===== config.mk =====
export PLATFORM = sky130hd
export DESIGN_NAME = pc_fetch_ctrl
export DESIGN_NICKNAME = d
export VERILOG_FILES = /design/src/rtl/pc_fetch_ctrl.sv
export SDC_FILE = /design/constraint.sdc
export NUM_CORES = 1
export LEC_CHECK = 0
export CAP_MARGIN = 20
export CORE_MARGIN = 2
export CORE_UTILIZATION = 40
export CTS_CLUSTER_DIAMETER = 40
export DETAILED_ROUTE_END_ITERATION = 10
export GPL_ROUTABILITY_DRIVEN = 0
export PLACE_DENSITY = 0.85
export SLEW_MARGIN = 0
export SYNTH_ARGS = -nofsm -noshare
export SYNTH_HDL_FRONTEND = slang
export SYNTH_SLANG_ARGS = --single-unit

===== constraint.sdc =====
create_clock -name clk -period 3.3 [get_ports clk]
set_input_delay 0.495 -clock clk [delete_from_list [all_inputs] [get_ports clk]]
set_output_delay 0.495 -clock clk [all_outputs]
set_load 0.02 [all_outputs]

===== src/rtl/pc_fetch_ctrl.sv =====
// pc_fetch_ctrl: owns the PC and runs single-outstanding imem fetches into a one-entry IF/ID slot (option: PC_MISALIGN_FAULT_EN).
// Latency: gnt in cycle 0, rvalid in cycle 1, if_valid in cycle 2; at most one instruction every two cycles.
// Backpressure: no request is issued while the slot is full and if_ready is low; pc and outputs hold.
module pc_fetch_ctrl #(
    parameter int              XLEN         = 32,
    parameter logic [XLEN-1:0] RESET_VECTOR = 32'h0000_0000,
    parameter int              INSTR_BYTES  = 4
) (
    input  logic            clk,
    input  logic            reset_n,
    input  logic            redirect_valid,
    input  logic [XLEN-1:0] redirect_pc,
    output logic            imem_req,
    output logic [XLEN-1:0] imem_addr,
    input  logic            imem_gnt,
    input  logic            imem_rvalid,
    input  logic [31:0]     imem_rdata,
    output logic            if_valid,
    input  logic            if_ready,
    output logic [XLEN-1:0] if_pc,
    output logic [31:0]     if_instr,
    output logic            if_misaligned
);

`ifdef PC_MISALIGN_FAULT_EN
    localparam bit FAULT_EN = 1'b1;
`else
    localparam bit FAULT_EN = 1'b0;
`endif

    localparam logic [31:0] NOP = 32'h0000_0013;

    typedef enum logic [1:0] {IDLE, REQ, WAIT, DRAIN} state_t;

    state_t          state;
    logic [XLEN-1:0] pc;
    logic            mis_q;
    logic            halt;
    logic            fault_pend;
    logic [XLEN-1:0] redir_tgt;
    logic            redir_mis;
    logic            gnt_acc;

    always_comb begin
        redir_mis = 1'b0;
        redir_tgt = {redirect_pc[XLEN-1:2], 2'b00};
        if (FAULT_EN) begin
            redir_mis = |redirect_pc[1:0];
            redir_tgt = redirect_pc;
        end
    end

    // A request goes out only if the slot is empty or being drained this cycle.
    assign imem_req      = (state == REQ) && (!if_valid || if_ready);
    assign imem_addr     = pc;
    assign gnt_acc       = imem_req && imem_gnt;
    assign if_misaligned = FAULT_EN ? mis_q : 1'b0;

    always_ff @(posedge clk or negedge reset_n) begin
        if (!reset_n) begin
            state      <= IDLE;
            pc         <= RESET_VECTOR;
            if_valid   <= 1'b0;
            if_pc      <= '0;
            if_instr   <= '0;
            mis_q      <= 1'b0;
            halt       <= 1'b0;
            fault_pend <= 1'b0;
        end else begin
            if (if_valid && if_ready)
                if_valid <= 1'b0;

            if (redirect_valid) begin
                // A grant or an unanswered request still owes a response, so drain it first.
                pc         <= redir_tgt;
                if_valid   <= 1'b0;
                mis_q      <= 1'b0;
                halt       <= redir_mis;
                fault_pend <= redir_mis;
                case (state)
                    IDLE:        state <= redir_mis ? IDLE : REQ;
                    REQ:         state <= gnt_acc ? DRAIN : (redir_mis ? IDLE : REQ);
                    WAIT, DRAIN: state <= imem_rvalid ? (redir_mis ? IDLE : REQ) : DRAIN;
                    default:     state <= IDLE;
                endcase
            end else begin
                case (state)
                    IDLE: begin
                        if (fault_pend) begin
                            if_valid   <= 1'b1;
                            if_pc      <= pc;
                            if_instr   <= NOP;
                            mis_q      <= 1'b1;
                            fault_pend <= 1'b0;
                        end else if (!halt) begin
                            state <= REQ;
                        end
                    end
                    REQ: begin
                        if (gnt_acc)
                            state <= WAIT;
                    end
                    WAIT: begin
                        if (imem_rvalid) begin
                            if_valid <= 1'b1;
                            if_pc    <= pc;
                            if_instr <= imem_rdata;
                            mis_q    <= 1'b0;
                            pc       <= pc + XLEN'(INSTR_BYTES);
                            state    <= REQ;
                        end
                    end
                    DRAIN: begin
                        if (imem_rvalid)
                            state <= halt ? IDLE : REQ;
                    end
                    default: state <= IDLE;
                endcase
            end
        end
    end

endmodule


==> results by group <==
Clock tree
  – # clock sinks: 95
  – CTS Hold Buffers Added: 0
  – CTS resizes: 0
  – Clock transition at path regs: 0.08 ns
  – Max Buffers Root-to-Sink: 2
  – Clk Latency, worst-skew pair: 0.36 ns
  – TritonCTS clock tree: built
  – TritonCTS buffer count: 9
  – Buffer count from post-CTS setup fixing: 0
  – # H-tree levels: 3
  – Root Driver: clkbuf_8

Worst setup path
  – R2R depth: 4
  – Reg2reg start: state[0]$_DFFE_PN0P_
  – Critical path type: primary input to output pin
  – Setup crit start kind: primary input
  – Setup slack, reg-to-reg: 1.38 ns
  – WP data arrival: 1.99 ns
  – RR Endpoint: imem_addr[31]$_DFFE_PN0P_
  – Max FO, Critical Path: 2
  – CP Capture Type: output pin
  – CP Data Required Time: 2.80 ns

Pwr
  – VDD IR-drop max: 0.321 mV
  – Static leakage: 2.54 nW
  – Pwr Density: 624 nW/µm²

Final layout
  – Final Util: 59.3%
  – Filler instances: 853
  – Multi-input logic area: 1700 µm²
  – Sequential Area: 2380 µm²
  – Synthesis-to-finish area growth: 45.0%
  – Ant diodes: 0
  – Final Instance Area: 6070 µm²
  – Final nets: 574
  – Share of cells above drive strength 1: 18.0%

Timing
  – Worst-margin pin slew: 0.531 ns
  – Slew Viols, Final: 0
  – Rel. slew slack: 64.6%
  – Clock skew: 0.00777 ns
  – Final hold vios: 0
  – Fmax: 402 MHz
  – Tcrit/Tclk final: 75.3%
  – Final setup viols: 0
  – Setup ws final: 0.815 ns
  – RSZ-0062 raised after global routing: no
  – Setup tns final: 0 ns
  – Final Critical Period: 2.49 ns

Die
  – DIE AREA: 11,300 µm²
  – Row count: 37
  – Io pins: 169
  – Initial Util: 40.9%
  – Die height: 106 µm
  – Die span in x: 106 µm
  – Placeable Area: 10,200 µm²

Logic synthesis
  – Ys flop type: dfrtp_1
  – Synth Area in Simple Gates: 12.8%
  – Synth top cells by count: dfrtp_1, mux2_2, nand2_1
  – Compound-cell area share of the yosys netlist: 3.89%
  – Post-synthesis async set-or-reset flop share: 100%
  – Post-synthesis adder-cell area fraction: 0.299%
  – Cell taking the most area after synthesis: dfrtp_1
  – Ys Warns: 0
  – Post-synth top area share: 56.8%
  – Synth Area per Inst: 12.2 µm²
  – Top cells by area, synth: dfrtp_1, mux2_2, xnor2_1, nand2_1, o21ai_0
  – Synthesized cell area: 4180 µm²
  – Yosys reg bits: 95
  – Sequential fraction of the synthesis area: 56.8%
  – Post-synth EDFFs: 0
  – Post-synthesis mux area share: 17.2%
  – Post-synthesis xor/xnor area fraction: 5.86%
  – Synth unique cells: 36
  – Synth Instances: 343
  – Top-count cell post-synth: dfrtp_1
  – Largest family of logic cells by synthesized area: multiplexers

Run
  – Max-cap violation count: 0

Hold path
  – HP Class: primary input to asynchronous set/reset pin

Global routing
  – Gr ovfl total: 0
  – First-pass GRT wire length: 16,200 µm
  – Pin count of the biggest net entering global routing: 85
  – Initial antenna violation count: 0
  – Vias in the first global route: 3,240
  – Overall global routing resource usage: 18.6%

Route
  – Violation count after the first detailed-route iteration: 121
  – 1st-pass router iterations: 4
  – Routed Antenna Nets: 0
  – Routed wire length: 10,200 µm
  – Vias per std cell: 4.99
  – Routed WL per cell: 15.9 µm
  – Number of vias in the routed layout: 3,201
  – Drt drc: 0

Placement
  – Place WS: 0.819 ns
  – Post-DP Area: 5900 µm²
  – Final HPWL DP: 7460 µm
  – Input/output buffers: 161

Run status
  – Outcome: complete, no violations
## flip-flops by register name (all words and copies together) (netlist names)
| name | count |
|---|---|
| if_valid | 1 |
| if_instr | 32 |
| if_pc | 30 |
| state | 2 |
| imem_addr | 30 |
## placed cells by master (no fill, tap or decap), drive strengths merged, types with 3 or more instances in the layout
cell | Yosys | routed
clkdlybuf4s50 | 0 | 159
dfrtp | 95 | 95
mux2 | 63 | 63
nand2 | 38 | 38
o21ai | 29 | 29
xnor2 | 18 | 18
clkbuf | 7 | 12
nand4 | 11 | 11
xor2 | 10 | 10
nand3 | 10 | 10
and3 | 9 | 9
nor2 | 7 | 7
buf | 14 | 7
nor3 | 6 | 6
conb | 1 | 5
and4 | 5 | 5
nand2b | 3 | 3
inv | 3 | 3
nor4 | 3 | 3
## where the power goes
part,switching (mW),internal (mW)
Sequential,0.192,1.47
Combinational,0.678,0.813
Clock,0.372,0.265
## critical path, cell delays in order
cell,delay [ns]
clkdlybuf4s50_1,0.45
nor2b_1,0.06
nor3b_1,0.31
clkdlybuf4s50_1,0.67
## per-stage QoR
step	cells	hold slack [ns]	total power [mW]
finish	642	0.0997	3.79
global route	642	0.120	3.99
CTS	641	0.363	3.84
detailed placement	627	0.494	3.19
global placement	627	0.488	3.14
floorplan	347	0.199	2.37
## final cells by class
cell class / instances / area share (%)
Clock inverter: 2 / 0.165
Multi-Input combinational cell: 228 / 28.1
Inverter: 3 / 0.186
Tap cell: 136 / 2.80
Sequential cell: 95 / 39.2
Timing Repair Buffer: 166 / 27.4
Clock buffer: 12 / 2.23
## logic make-up (layout without fill, tap and decap cells)
family | count (synthesis) | count (layout)
AOI/OAI and AO/OA | 31 | 31
xor gates and xnor gates | 28 | 28
adders and majority gates | 1 | 1
buffers and inverters | 24 | 183
DFF | 95 | 95
muxes | 64 | 64
other | 1 | 5
and+or+nand+nor | 99 | 99
## per-layer routing
metal / GRT usage [%] / vias up / routed length (µm)
met4: 8.93 / 0 / 259
li1: - / 1506 / -
met3: 4.17 / 19 / 548
met1: 23.0 / 1570 / 4410
met2: 30.7 / 106 / 5020
met5: 0 / - / 0
## worst max path at each step
stage,slack [ns],cells after the start,to,from
global placement,0.86,5,imem_addr[31]$_DFFE_PN0P_,imem_rvalid
finish,0.81,4,imem_req,if_ready
floorplan,1.56,5,imem_addr[31]$_DFFE_PN0P_,imem_addr[18]$_DFFE_PN0P_
global route,0.74,4,imem_req,if_ready
CTS,0.81,4,imem_req,if_ready
detailed placement,0.82,5,imem_addr[31]$_DFFE_PN0P_,imem_rvalid
Power figures use the tool's default switching activity.
